==> config.mk <==
export PLATFORM = sky130hd
export DESIGN_NAME = noc_vc_input_unit
export DESIGN_NICKNAME = d
export VERILOG_FILES = /design/src/rtl/noc_pkg.sv /design/src/rtl/noc_vc_fifo.sv /design/src/rtl/noc_vc_input_unit.sv
export SDC_FILE = /design/constraint.sdc
export NUM_CORES = 1
export LEC_CHECK = 0
export CAP_MARGIN = 20
export CORE_ASPECT_RATIO = 1.2
export CORE_MARGIN = 2
export CORE_UTILIZATION = 60
export CTS_CLUSTER_SIZE = 12
export DETAILED_ROUTE_END_ITERATION = 12
export GPL_TIMING_DRIVEN = 0
export PLACE_DENSITY = 0.92
export SYNTH_ARGS = -nofsm -noshare
export SYNTH_HDL_FRONTEND = slang
export SYNTH_SLANG_ARGS = --single-unit
==> constraint.sdc <==
create_clock -name clk -period 6.9 [get_ports clk]
set_input_delay 1.725 -clock clk [delete_from_list [all_inputs] [get_ports clk]]
set_output_delay 1.725 -clock clk [all_outputs]
set_load 0.05 [all_outputs]
==> src/rtl/noc_pkg.sv <==
// Shared types and field positions for the NoC virtual-channel input unit.
// Contents:
//   FLIT_TYPE_e  - 2-bit flit type carried in the top bits of every flit
//   VC_STATE_e   - per-VC packet state machine encoding
//   TYPE_W / PORT_LSB - field widths/positions used when slicing flits
//   flit_is_head / flit_is_tail - type classification helpers
package noc_pkg;

    localparam int unsigned TYPE_W   = 2;
    localparam int unsigned PORT_LSB = 0;

    typedef enum logic [1:0] {
        FLIT_BODY   = 2'b00,
        FLIT_HEAD   = 2'b01,
        FLIT_TAIL   = 2'b10,
        FLIT_SINGLE = 2'b11
    } FLIT_TYPE_e;

    typedef enum logic [1:0] {
        VC_IDLE    = 2'd0,
        VC_ROUTING = 2'd1,
        VC_REQ     = 2'd2
    } VC_STATE_e;

    // Flit opens a packet (carries a route)
    function automatic logic flit_is_head(input FLIT_TYPE_e t);
        return (t == FLIT_HEAD) || (t == FLIT_SINGLE);
    endfunction

    // Flit closes a packet
    function automatic logic flit_is_tail(input FLIT_TYPE_e t);
        return (t == FLIT_TAIL) || (t == FLIT_SINGLE);
    endfunction

endpackage

==> src/rtl/noc_vc_fifo.sv <==
// Single-clock FIFO holding the flits of one virtual channel.
// Ports:
//   clk, reset_n       - clock, asynchronous active-low reset (clears pointers/count)
//   wr_en, wr_data     - push; ignored when full
//   rd_en              - pop; ignored when empty
//   rd_data_c          - current front entry (combinational read of storage)
//   full_c, empty_c    - decoded from the registered count
//   count              - registered occupancy
module noc_vc_fifo
#(
    parameter int unsigned WIDTH = 34,
    parameter int unsigned DEPTH = 4
)
(
    input  logic                         clk,
    input  logic                         reset_n,
    input  logic                         wr_en,
    input  logic [WIDTH-1:0]             wr_data,
    input  logic                         rd_en,
    output logic [WIDTH-1:0]             rd_data_c,
    output logic                         full_c,
    output logic                         empty_c,
    output logic [$clog2(DEPTH):0]       count
);

    localparam int unsigned PTR_W = $clog2(DEPTH);
    localparam int unsigned CNT_W = PTR_W + 1;

    logic [WIDTH-1:0] mem [DEPTH];
    logic [PTR_W-1:0] wr_ptr_q;
    logic [PTR_W-1:0] rd_ptr_q;
    logic             wr_do;
    logic             rd_do;

    assign full_c    = (count == CNT_W'(DEPTH));
    assign empty_c   = (count == '0);
    assign wr_do     = wr_en && !full_c;
    assign rd_do     = rd_en && !empty_c;
    assign rd_data_c = mem[rd_ptr_q];

    // Storage needs no reset; occupancy is tracked by the count
    always_ff @(posedge clk) begin
        if (wr_do) begin
            mem[wr_ptr_q] <= wr_data;
        end
    end

    // Pointers wrap naturally since DEPTH is a power of two
    always_ff @(posedge clk or negedge reset_n) begin
        if (!reset_n) begin
            wr_ptr_q <= '0;
            rd_ptr_q <= '0;
            count    <= '0;
        end else begin
            if (wr_do) begin
                wr_ptr_q <= wr_ptr_q + PTR_W'(1);
            end
            if (rd_do) begin
                rd_ptr_q <= rd_ptr_q + PTR_W'(1);
            end
            count <= count + CNT_W'(wr_do) - CNT_W'(rd_do);
        end
    end

endmodule

==> src/rtl/noc_vc_input_unit.sv <==
// Router input port with per-VC FIFOs, credit return and per-VC packet FSMs.
// Optional feature: define NOC_IU_PKT_STATS_EN to add o_pkt_cnt, a per-VC
// saturating count of forwarded packets (TAIL/SINGLE flits).
// Ports:
//   clk, reset_n                  - clock, asynchronous active-low reset
//   i_flit, i_flit_valid, i_flit_vc - upstream flit and its target VC
//   o_credit                      - one-cycle credit pulse per forwarded flit, per VC
//   o_sw_req                      - per-VC switch request
//   o_route                       - latched output port per VC ([v*PORT_W +: PORT_W])
//   i_sw_grant                    - one-hot grant from the switch allocator
//   o_flit, o_flit_valid          - registered flit towards the crossbar
//   o_err                         - sticky protocol-error flag
//   o_pkt_cnt (optional)          - per-VC packet counters ([v*16 +: 16])
module noc_vc_input_unit
    import noc_pkg::*;
#(
    parameter int unsigned FLIT_W   = 34,
    parameter int unsigned NUM_VC   = 2,
    parameter int unsigned VC_DEPTH = 4,
    parameter int unsigned PORT_W   = 3
)
(
    input  logic                                         clk,
    input  logic                                         reset_n,
    input  logic [FLIT_W-1:0]                            i_flit,
    input  logic                                         i_flit_valid,
    input  logic [((NUM_VC > 1) ? $clog2(NUM_VC) : 1)-1:0] i_flit_vc,
    output logic [NUM_VC-1:0]                            o_credit,
    output logic [NUM_VC-1:0]                            o_sw_req,
    output logic [NUM_VC*PORT_W-1:0]                     o_route,
    input  logic [NUM_VC-1:0]                            i_sw_grant,
    output logic [FLIT_W-1:0]                            o_flit,
    output logic                                         o_flit_valid,
    output logic                                         o_err
`ifdef NOC_IU_PKT_STATS_EN
    ,
    output logic [NUM_VC*16-1:0]                         o_pkt_cnt
`endif
);

    localparam int unsigned VC_W  = (NUM_VC > 1) ? $clog2(NUM_VC) : 1;
    localparam int unsigned CNT_W = $clog2(VC_DEPTH) + 1;

    VC_STATE_e           state_q [NUM_VC];
    VC_STATE_e           state_d [NUM_VC];
    logic [FLIT_W-1:0]   front_c [NUM_VC];
    logic [CNT_W-1:0]    fifo_count [NUM_VC];
    logic [CNT_W-1:0]    count_d [NUM_VC];
    logic [NUM_VC-1:0]   full_c;
    logic [NUM_VC-1:0]   empty_c;
    logic [NUM_VC-1:0]   wr_en;
    logic [NUM_VC-1:0]   wr_accept;
    logic [NUM_VC-1:0]   rd_en;
    logic [NUM_VC-1:0]   discard;
    logic [NUM_VC-1:0]   front_tail;
    logic [NUM_VC-1:0]   sw_req_d;
    logic [NUM_VC-1:0]   gnt_pop_c;
    logic                vc_in_range_c;
    logic                grant_any_c;
    logic                grant_onehot_c;
    logic                grant_ok_c;
    logic                grant_err_c;
    logic                wr_err_c;
    logic                err_set_c;
    logic [FLIT_W-1:0]   fwd_flit_c;

    function automatic FLIT_TYPE_e flit_type(input logic [FLIT_W-1:0] f);
        return FLIT_TYPE_e'(f[FLIT_W-1 -: TYPE_W]);
    endfunction

    // VC index range check only exists when the index field can exceed NUM_VC-1
    if ((1 << VC_W) > NUM_VC) begin : g_vc_chk
        assign vc_in_range_c = (32'(i_flit_vc) < NUM_VC);
    end else begin : g_vc_nochk
        assign vc_in_range_c = 1'b1;
    end

    // Grant is honoured only if one-hot and aimed at a requesting VC
    assign grant_any_c    = |i_sw_grant;
    assign grant_onehot_c = grant_any_c && ((i_sw_grant & (i_sw_grant - NUM_VC'(1))) == '0);
    assign grant_ok_c     = grant_onehot_c && (|(i_sw_grant & o_sw_req));
    assign grant_err_c    = grant_any_c && !grant_ok_c;
    assign gnt_pop_c      = grant_ok_c ? i_sw_grant : '0;

    for (genvar v = 0; v < NUM_VC; v++) begin : g_vc
        noc_vc_fifo #(
            .WIDTH (FLIT_W),
            .DEPTH (VC_DEPTH)
        ) u_fifo (
            .clk       (clk),
            .reset_n   (reset_n),
            .wr_en     (wr_en[v]),
            .wr_data   (i_flit),
            .rd_en     (rd_en[v]),
            .rd_data_c (front_c[v]),
            .full_c    (full_c[v]),
            .empty_c   (empty_c[v]),
            .count     (fifo_count[v])
        );
    end

    // Write steering; full is judged on the registered count
    always_comb begin
        wr_err_c = 1'b0;
        for (int v = 0; v < NUM_VC; v++) begin
            wr_en[v]     = i_flit_valid && vc_in_range_c && (i_flit_vc == VC_W'(v));
            wr_accept[v] = wr_en[v] && !full_c[v];
            wr_err_c     = wr_err_c | (wr_en[v] & full_c[v]);
        end
        if (i_flit_valid && !vc_in_range_c) begin
            wr_err_c = 1'b1;
        end
    end

    // Per-VC next state, pops and next-cycle request
    always_comb begin
        for (int v = 0; v < NUM_VC; v++) begin
            state_d[v]    = state_q[v];
            discard[v]    = 1'b0;
            front_tail[v] = flit_is_tail(flit_type(front_c[v]));
            case (state_q[v])
                VC_IDLE: begin
                    if (!empty_c[v]) begin
                        if (flit_is_head(flit_type(front_c[v]))) begin
                            state_d[v] = VC_ROUTING;
                        end else begin
                            discard[v] = 1'b1;
                        end
                    end
                end
                VC_ROUTING: begin
                    state_d[v] = VC_REQ;
                end
                VC_REQ: begin
                    if (gnt_pop_c[v] && front_tail[v]) begin
                        state_d[v] = VC_IDLE;
                    end
                end
                default: begin
                    state_d[v] = VC_IDLE;
                end
            endcase
            rd_en[v]    = discard[v] | gnt_pop_c[v];
            count_d[v]  = fifo_count[v] + CNT_W'(wr_accept[v]) - CNT_W'(rd_en[v]);
            // Request registered so it reflects state/occupancy after this edge
            sw_req_d[v] = (state_d[v] == VC_REQ) && (count_d[v] != '0);
        end
    end

    // Crossbar mux over the (at most one) popped VC
    always_comb begin
        fwd_flit_c = '0;
        for (int v = 0; v < NUM_VC; v++) begin
            if (gnt_pop_c[v]) begin
                fwd_flit_c = fwd_flit_c | front_c[v];
            end
        end
    end

    assign err_set_c = grant_err_c | wr_err_c | (|discard);

    // State register
    always_ff @(posedge clk or negedge reset_n) begin
        if (!reset_n) begin
            for (int v = 0; v < NUM_VC; v++) begin
                state_q[v] <= VC_IDLE;
            end
        end else begin
            for (int v = 0; v < NUM_VC; v++) begin
                state_q[v] <= state_d[v];
            end
        end
    end

    // Registered outputs
    always_ff @(posedge clk or negedge reset_n) begin
        if (!reset_n) begin
            o_credit     <= '0;
            o_sw_req     <= '0;
            o_route      <= '0;
            o_flit       <= '0;
            o_flit_valid <= 1'b0;
            o_err        <= 1'b0;
        end else begin
            for (int v = 0; v < NUM_VC; v++) begin
                if (state_q[v] == VC_ROUTING) begin
                    o_route[v*PORT_W +: PORT_W] <= front_c[v][PORT_LSB +: PORT_W];
                end
            end
            o_sw_req     <= sw_req_d;
            o_credit     <= gnt_pop_c;
            o_flit_valid <= |gnt_pop_c;
            if (|gnt_pop_c) begin
                o_flit <= fwd_flit_c;
            end
            o_err <= o_err | err_set_c;
        end
    end

`ifdef NOC_IU_PKT_STATS_EN
    // Saturating per-VC packet counters
    always_ff @(posedge clk or negedge reset_n) begin
        if (!reset_n) begin
            o_pkt_cnt <= '0;
        end else begin
            for (int v = 0; v < NUM_VC; v++) begin
                if (gnt_pop_c[v] && front_tail[v] && (o_pkt_cnt[v*16 +: 16] != 16'hFFFF)) begin
                    o_pkt_cnt[v*16 +: 16] <= o_pkt_cnt[v*16 +: 16] + 16'd1;
                end
            end
        end
    end
`endif

endmodule

==> impl_metrics.toml, run 1 <==
[power]
power_density_nw_per_um2 = 435.6
ir_worst_vdd_mv = 0.3012
p_leak_nw = 5.310

[grt]
grt_pass1_vias = 7468
grt-ovfl-total = 0
antenna_found_initial = 1
grt_max_degree = 65
grt_use_total_pct = 28.17
grt_first_pass_wirelength_mm = 45.06

[layout]
design_area_um2 = 15190
final_cells = 1068
layout-drive-gt1-share_pct = 18.30
antenna_cells = 0
layout.nets = 831
syn2layout_area_growth_pct = 18.73

[sta]
setup_viol_count_final = 0
report.final.slew_viol_count = 0
timing.fmax_mhz = 226.9
finClkSkew_ps = 14.67
setup_slack_ps = 2493
hold_slack_ps = 482.0
worst_pin_slew_ps = 905.4
fin_setup_tns_ps = 0
fin_crit_sh_pct = 63.87
relSlewSlack_pct = 39.64
fin_crit_ps = 4407
rsz0062_at_grt = "false"
hold_viol = 0

[clocking]
cts_setup_buffers = 0
post_cts_resized = 0
holdBufCountCts = 0
path_clk_slew_ps = 60
clkSinkCount = 336
clock_latency_ps = 520
numCtsBuffers = 34
cts_tree = "done"
cts-root-to-sink-buffers = 3
htree_num_levels = 2
cts-root-buf = "clkbuf_16"

[floorplanning]
die_width_um = 137.3
die_h_um = 164.0
fp.coreArea_um2 = 20970
start_util_pct = 61.01
num_rows = 58
ioPinCount = 86
die-area_um2 = 22510

[setup_path]
cp.required_ps = 7310
slowest_stage = "clkbuf_1"
path_cells = "clkbuf_1, clkbuf_1, inv_1, ha_1, nand2_1, clkbuf_1, clkbuf_1, nand2_1, o21ai_0"
arrival_ps = 4820
r2r-end = "o_sw_req[0]$_DFF_PN0_"
cpPeakStageDelay_ps = 560
r2r-start = "g_vc[0].u_fifo.rd_ptr_q[1]$_DFFE_PN0N_"
crit_type = "in -> reg"
end_kind = "register"
r2r_slack_ps = 4190
reg2reg_depth = 8
crit_fanout = 10
crit_top_cell = "clkbuf_1"
critPathLaunchType = "primary input"

[run_status]
status = "finished, final reports clean"

[min_path]
hold_start = "o_flit[20]$_DFFE_PN0P_"
hold_end = "o_flit[20]$_DFFE_PN0P_"
hold_class = "reg -> reg"
holdPathStages = 2

[placed_design]
place_area_um2 = 14150
place_ws_ps = 1979
portBuffers = 83
place_inst = 1005
gp_routability_congestion = 0.7613
dp_hpwl_mm = 17.45

[synthesis]
synth_cell_type_count = 31
syn_inst = 644
synth-seq-cells = 336
netlist_area_um2 = 12790
synth_top_area_share_pct = 63.84
ys.flop_type = "edfxtp_1"
yosysWarnings = 0
synth_top_area_cell = "edfxtp_1"
postSynth.asyncResetShare_pct = 19.05
synth-edff-count = 272
seq_area_frac_synth_pct = 76.35
synth_area_per_cell_um2 = 19.87
synth.most_common_cell = "edfxtp_1"
synth_common_cells = "edfxtp_1 (272), mux4_2 (68), dfrtp_1 (64), nand2_1 (40), o21ai_0 (37)"
synth_top_cells_by_area = "edfxtp_1 (64%), dfrtp_1 (13%), mux4_2 (12%), a22oi_1 (2.0%), ha_1 (1.9%)"
synth.net_count = 703

[drt]
drt_first_pass_iters = 7
drc = 0
wirelength_mm = 29.43
ant_nets = 0
vias = 6885
drtIter0Drc = 658
viasPerCell = 6.447
routedWlPerCell_um = 27.55

[run]
drv_cap = 0
[per-stage QoR]
| stage | util [%] | power (mW) |
|---|---|---|
| after detailed placement | 67.49 | 4.885 |
| after global routing | 72.43 | 6.876 |
| after CTS | 72.41 | 6.644 |
| after global placement | 66.58 | 4.741 |
| after floorplan | - | 4.169 |
| final | 72.43 | 6.618 |
[routing by layer]
metal  vias up  routed length [um]  share of wire [%]  track usage (%)
met5         -                  14              0.048                0
met4         2                1199                4.1            12.04
met3        86                2264                7.7            4.846
met2       404               15780                 54            48.73
met1      3563               10160                 35            35.26
li1       2830                   -                  -                -
[report_power, final]
group | leakage, nW | switching [mW] | internal, mW
combinational | 1.56 | 1.31 | 0.884
sequential | 3.26 | 0.164 | 2.55
clock | 0.497 | 0.712 | 1.00
total | 5.31 | 2.18 | 4.43
[kinds of logic after synthesis]
| family | Yosys count | synth area share (%) |
|---|---|---|
| AO/OA/AOI/OAI | 84 | 4.137 |
| XOR/XNOR | 14 | 0.9584 |
| adder cells (fa/ha/maj) | 19 | 1.858 |
| buffers and inverters | 48 | 1.584 |
| flip-flops | 336 | 76.35 |
| multiplexers | 74 | 12.50 |
| AND/OR/NAND/NOR | 69 | 2.611 |
[state kept, by name, indices dropped and copies added, names as in the netlist]
| name | flops |
|---|---|
| g_vc.u_fifo.mem | 272 |
| state_q | 4 |
| o_route | 6 |
| g_vc.u_fifo.count | 6 |
| o_credit | 2 |
| g_vc.u_fifo.wr_ptr_q | 4 |
| o_flit | 34 |
| o_flit_valid | 1 |
| g_vc.u_fifo.rd_ptr_q | 4 |
| o_sw_req | 2 |
| o_err | 1 |
[placed cells by master, fill, tap and decap left out, types with 7 or more instances in the layout]
master           count
clkdlybuf4s50_1     82
xnor2_1              8
inv_1               17
edfxtp_1           272
and2_2               8
buf_2                7
nand2_1             40
clkbuf_16           37
mux4_2              68
clkbuf_1            42
o21ai_0             37
a22oi_1             34
ha_1                19
dfrtp_1             64
[how the worst max path moves through the flow]
stage | slack [ps] | endpoint | startpoint
2_1_floorplan | 3140 | o_sw_req[1]$_DFF_PN0_ | i_sw_grant[0]
5_1_grt | 2300 | o_flit[24]$_DFFE_PN0P_ | i_sw_grant[0]
3_3_place_gp | 1840 | o_flit[17]$_DFFE_PN0P_ | reset_n
6_report | 2490 | o_flit[24]$_DFFE_PN0P_ | i_sw_grant[0]
3_5_place_dp | 1980 | o_flit[24]$_DFFE_PN0P_ | i_sw_grant[0]
4_1_cts | 2450 | o_flit[24]$_DFFE_PN0P_ | i_sw_grant[0]
[critical path, delay by kind of cell]
kind | cells | cell delay [ps]
simple gates | 2 | 410
buf+inv | 5 | 2170
compound gates | 1 | 140
fa+ha+maj | 1 | 360
[layout make-up]
cell class | count | area, um2
repair buffers | 92 | 1016
flip-flops and latches | 336 | 9769
clock inverters | 3 | 13.76
clock buffers | 59 | 1018
well taps | 270 | 337.8
multi-input cells | 260 | 2833
inverters | 17 | 63.81
plain buffers | 31 | 138.9
fillers | 1123 | 5782
Power figures use the tool's default switching activity.
==> inputs of run 2 (changes only) <==
--- a/config.mk
+++ b/config.mk
@@ -8,11 +8,11 @@
 export CAP_MARGIN = 20
 export CORE_ASPECT_RATIO = 1.2
 export CORE_MARGIN = 2
-export CORE_UTILIZATION = 60
+export CORE_UTILIZATION = 58
 export CTS_CLUSTER_SIZE = 12
 export DETAILED_ROUTE_END_ITERATION = 12
 export GPL_TIMING_DRIVEN = 0
-export PLACE_DENSITY = 0.92
+export PLACE_DENSITY = 0.9
 export SYNTH_ARGS = -nofsm -noshare
 export SYNTH_HDL_FRONTEND = slang
 export SYNTH_SLANG_ARGS = --single-unit
==> constraint.sdc (replaced) <==
create_clock -name clk -period 4.3 [get_ports clk]
set_input_delay 1.075 -clock clk [delete_from_list [all_inputs] [get_ports clk]]
set_output_delay 1.075 -clock clk [all_outputs]
set_load 0.05 [all_outputs]
==> impl_metrics.toml, run 2 (synthesized netlist as in run 1, its figures left out) <==
[run_status]
status = "finished, final reports clean"

[clocking]
post_cts_resized = 0
clock_latency_ps = 510
cts_setup_buffers = 0
numCtsBuffers = 34
holdBufCountCts = 0
clkSinkCount = 336
path_clk_slew_ps = 60
htree_num_levels = 2
cts-root-buf = "clkbuf_16"
cts_tree = "done"
cts-root-to-sink-buffers = 3

[layout]
final_common_cell = "edfxtp_1"
layout-drive-gt1-share_pct = 17.96
biggestRegsByFlops = "g_vc.u_fifo.mem: 272 flops, o_flit: 34 flops"
final_cell_mix = "edfxtp_1 (272), clkdlybuf4s50_1 (82), mux4_2 (68), dfrtp_1 (64), clkbuf_1 (44)"
largest_reg_flops = 272
regMostFlops = "g_vc.u_fifo.mem"
syn2layout_area_growth_pct = 18.43
final_cells = 1071
utilization_pct = 69.82
layout.nets = 831

[sta]
relSlewSlack_pct = 39.92
report.final.slew_viol_count = 0
finClkSkew_ps = 18.79
hold_viol = 0
fin_setup_tns_ps = 0
fin_crit_sh_pct = 88.23
fin_crit_ps = 3794
worst_pin_slew_ps = 901.2
timing.fmax_mhz = 263.6
setup_slack_ps = 506.2
rsz0062_at_grt = "false"
setup_viol_count_final = 0

[grt]
antenna_found_initial = 1
grt_use_total_pct = 26.17
grt_max_degree = 65
grt-ovfl-total = 0
grt_first_pass_wirelength_mm = 44.66
grt_pass1_vias = 7315

[setup_path]
reg2reg_depth = 8
crit_top_cell = "clkbuf_1"
critPathBufInv = 5
crit_fanout = 10
cpPeakStageDelay_ps = 540
end_kind = "register"
crit_type = "in -> reg"
slowest_stage = "clkbuf_1"
crit_cells = 9
path_cells = "clkbuf_1, clkbuf_1, inv_1, ha_1, nand2_1, clkbuf_1, clkbuf_1, nand2_1, o21ai_0"
arrival_ps = 4210
critPathTopFamily = "buffers and inverters"
critPathLaunchType = "primary input"
cp.required_ps = 4720

[floorplanning]
die-area_um2 = 23270
num_rows = 59
ioPinCount = 86
start_util_pct = 58.95
fp.coreArea_um2 = 21700
die_width_um = 139.6
die_h_um = 166.7

[min_path]
hold_class = "reg -> reg"
holdPathStages = 2

[power]
ir_worst_vdd_mv = 0.5533
power_density_nw_per_um2 = 696.8
p_leak_nw = 5.283

[drt]
wirelength_mm = 29.73
viasPerCell = 6.438
drc = 0
vias = 6895
routedWlPerCell_um = 27.76
drt_first_pass_iters = 4
ant_nets = 0
drtIter0Drc = 631

[run]
drv_cap = 0

[placed_design]
place_ws_ps = 64.39
gp_routability_congestion = 0.7968
portBuffers = 83
dp_hpwl_mm = 17.04
place_inst = 1009
[run 2: per-stage QoR]
step | power [mW] | instance area (um2) | hold WS (ps)
after CTS | 10.59 | 15150 | 485.9
after floorplan | 6.690 | 12790 | 483.6
after global routing | 10.95 | 15150 | 503.0
after global placement | 7.619 | 13970 | 462.2
after detailed placement | 7.864 | 14170 | 469.0
final | 10.56 | 15150 | 479.4
[run 2: where the power goes]
part           internal [mW]  switching (mW)  total (mW)  leakage, nW
Sequential              4.09           0.261        4.35         3.26
Clock                   1.52            1.16        2.68        0.467
Combinational           1.42            2.11        3.53         1.56
Total                   7.03            3.52        10.6         5.28
[run 2: area by class of cell]
type                       count  area [um2]
clock buffer                  58       962.2
tap                          274       342.8
clock inverter                 2       17.52
inverter                      17       63.81
buffer                        31       138.9
timing repair buffer          92        1023
antenna                        1       2.502
sequential                   336        9769
multi-input combinational    260        2833
fill                        1269        6550
[run 2: path summary, 6_finish.rpt]
check	from	end	slack, ps
worst max register to register	g_vc[1].u_fifo.rd_ptr_q[1]$_DFFE_PN0P_	o_sw_req[1]$_DFF_PN0_	1580
worst min-delay path	o_flit[26]$_DFFE_PN0P_	o_flit[26]$_DFFE_PN0P_	480
worst min register to register	o_flit[26]$_DFFE_PN0P_	o_flit[26]$_DFFE_PN0P_	480
min in group asynchronous	reset_n	o_credit[0]$_DFF_PN0_	720
worst max-delay path	i_sw_grant[0]	o_flit[24]$_DFFE_PN0P_	510
max in group asynchronous	reset_n	o_flit[17]$_DFFE_PN0P_	3020
[run 2: layer usage]
metal | vias up | track usage [%] | wire length, um
met4 | 0 | 10.30 | 1169
met1 | 3534 | 32.37 | 10460
met3 | 86 | 5.779 | 2535
li1 | 2824 | - | -
met2 | 451 | 45.42 | 15570
met5 | - | 0 | 0
[run 2: worst reg2reg max path, stage by stage, from the launching register on]
cell      delay, ps
dfrtp_1         340
clkbuf_1        490
mux4_2          460
or4_4           540
nand2_1         100
ha_1            160
xor2_1           70
a31o_2          260
a211oi_1        210
==> inputs of run 3 (changes only) <==
--- a/config.mk
+++ b/config.mk
@@ -6,9 +6,11 @@
 export NUM_CORES = 1
 export LEC_CHECK = 0
 export CAP_MARGIN = 20
+export CELL_PAD_IN_SITES_DETAIL_PLACEMENT = 0
+export CELL_PAD_IN_SITES_GLOBAL_PLACEMENT = 1
 export CORE_ASPECT_RATIO = 1.2
 export CORE_MARGIN = 2
-export CORE_UTILIZATION = 58
+export CORE_UTILIZATION = 51
 export CTS_CLUSTER_SIZE = 12
 export DETAILED_ROUTE_END_ITERATION = 12
 export GPL_TIMING_DRIVEN = 0
==> impl_metrics.toml, run 3 (synthesized netlist as in run 1, its figures left out) <==
[run_status]
status = "finished, final reports clean"

[sta]
finClkSkew_ps = 13.77
fin_crit_ps = 3661
worst_pin_slew_ps = 891.9
report.final.slew_viol_count = 0
setup_viol_count_final = 0
fin_setup_tns_ps = 0
relSlewSlack_pct = 40.54
fin_crit_sh_pct = 85.13
rsz0062_at_grt = "false"
timing.fmax_mhz = 273.2
hold_viol = 0

[floorplanning]
die_width_um = 148.6
ioPinCount = 86
die_h_um = 177.5
num_rows = 63
die-area_um2 = 26380
fp.coreArea_um2 = 24670
start_util_pct = 51.86

[drt]
drt_first_pass_iters = 5
drc = 0
ant_nets = 0
viasPerCell = 5.786
wirelength_mm = 26.95
drtIter0Drc = 627
routedWlPerCell_um = 24.02
vias = 6492

[power]
ir_worst_vdd_mv = 0.2825
power_density_nw_per_um2 = 690.5
power_mw = 10.53
p_leak_nw = 5.301

[setup_path]
crit_type = "in -> reg"
cp.required_ps = 4710
critPathLaunchType = "primary input"
crit_fanout = 10
end_kind = "register"
arrival_ps = 4070

[clocking]
holdBufCountCts = 0
numCtsBuffers = 34
cts_tree = "done"
post_cts_resized = 0
clkSinkCount = 336
path_clk_slew_ps = 60
cts-root-buf = "clkbuf_16"
clock_latency_ps = 510
cts_setup_buffers = 0
htree_num_levels = 2
cts-root-to-sink-buffers = 3

[layout]
layout.nets = 830
layout-drive-gt1-share_pct = 18.09
largest_reg_flops = 272
final_common_cell = "edfxtp_1"
final_cell_mix = "edfxtp_1 (272), clkdlybuf4s50_1 (82), mux4_2 (68), dfrtp_1 (64), clkbuf_1 (43)"
biggestRegsByFlops = "g_vc.u_fifo.mem: 272 flops, o_flit: 34 flops"
regMostFlops = "g_vc.u_fifo.mem"
fillCellCount = 1653
final_cells = 1122
syn2layout_area_growth_pct = 19.23

[run]
drv_cap = 0

[placed_design]
place_inst = 1060
portBuffers = 83
dp_hpwl_mm = 15.78
gp_routability_congestion = 0.7492

[min_path]
hold_class = "reg -> reg"

[grt]
grt_max_degree = 65
antenna_found_initial = 0
grt_pass1_vias = 6940
grt-ovfl-total = 0
grt_first_pass_wirelength_mm = 40.65
grt_use_total_pct = 21.03
==> run 3: stage by stage <==
step	hold WS (ps)	area, um2	utilization [%]	setup slack (ps)
finish	478.9	15250	61.83	639.4
global route	502.3	15250	61.82	498.1
CTS	484.1	15250	61.82	668.9
detailed placement	470.8	14200	57.55	111.2
global placement	464.2	14030	56.87	-137.2
floorplan	483.6	12790	-	1191
==> run 3: power by group <==
part           internal, mW  total, mW  leakage (nW)  switching [mW]
Clock                  1.67       2.80         0.503            1.13
Sequential             4.09       4.34          3.26           0.246
Combinational          1.40       3.40          1.54            2.00
==> run 3: final timing paths <==
check | endpoint | depth (start not counted) | slack, ps | from
hold reg to reg | o_flit[0]$_DFFE_PN0P_ | 2 | 480 | o_flit[0]$_DFFE_PN0P_
hold / removal | o_flit[0]$_DFFE_PN0P_ | 2 | 480 | o_flit[0]$_DFFE_PN0P_
max in group asynchronous | o_flit[13]$_DFFE_PN0P_ | 1 | 3030 | reset_n
min in group asynchronous | o_route[0]$_DFFE_PN0N_ | 1 | 680 | reset_n
setup reg to reg | o_sw_req[0]$_DFF_PN0_ | 8 | 1620 | g_vc[0].u_fifo.rd_ptr_q[1]$_DFFE_PN0N_
setup / recovery | o_flit[25]$_DFFE_PN0P_ | 9 | 640 | i_sw_grant[0]
==> run 3: routing by layer <==
metal | wire (um) | up-vias | global-route usage (%) | share of wire [%]
met5 | 0 | - | 0 | 0
met4 | 749 | 0 | 8.016 | 2.8
met3 | 1814 | 65 | 4.396 | 6.7
met2 | 14400 | 272 | 37.69 | 53
met1 | 9988 | 3333 | 25.05 | 37
li1 | - | 2822 | - | -
==> run 3: cell type report <==
| class | count | area, um2 | area share [%] |
|---|---|---|---|
| flip-flops and latches | 336 | 9769 | 64.04 |
| multi-input cells | 260 | 2833 | 18.57 |
| clock buffers | 60 | 1022 | 6.701 |
| repair buffers | 91 | 988.4 | 6.480 |
| well taps | 325 | 406.6 | 2.666 |
| plain buffers | 31 | 138.9 | 0.9104 |
| inverters | 17 | 63.81 | 0.4183 |
| clock inverters | 1 | 30.03 | 0.1969 |
| diodes | 1 | 2.502 | 0.01640 |
==> run 3: critical path, stage by stage <==
cell,delay (ps)
clkbuf_1,470
clkbuf_1,550
inv_1,100
ha_1,360
nand2_1,250
clkbuf_1,540
clkbuf_1,510
nand2_1,100
o21ai_0,100
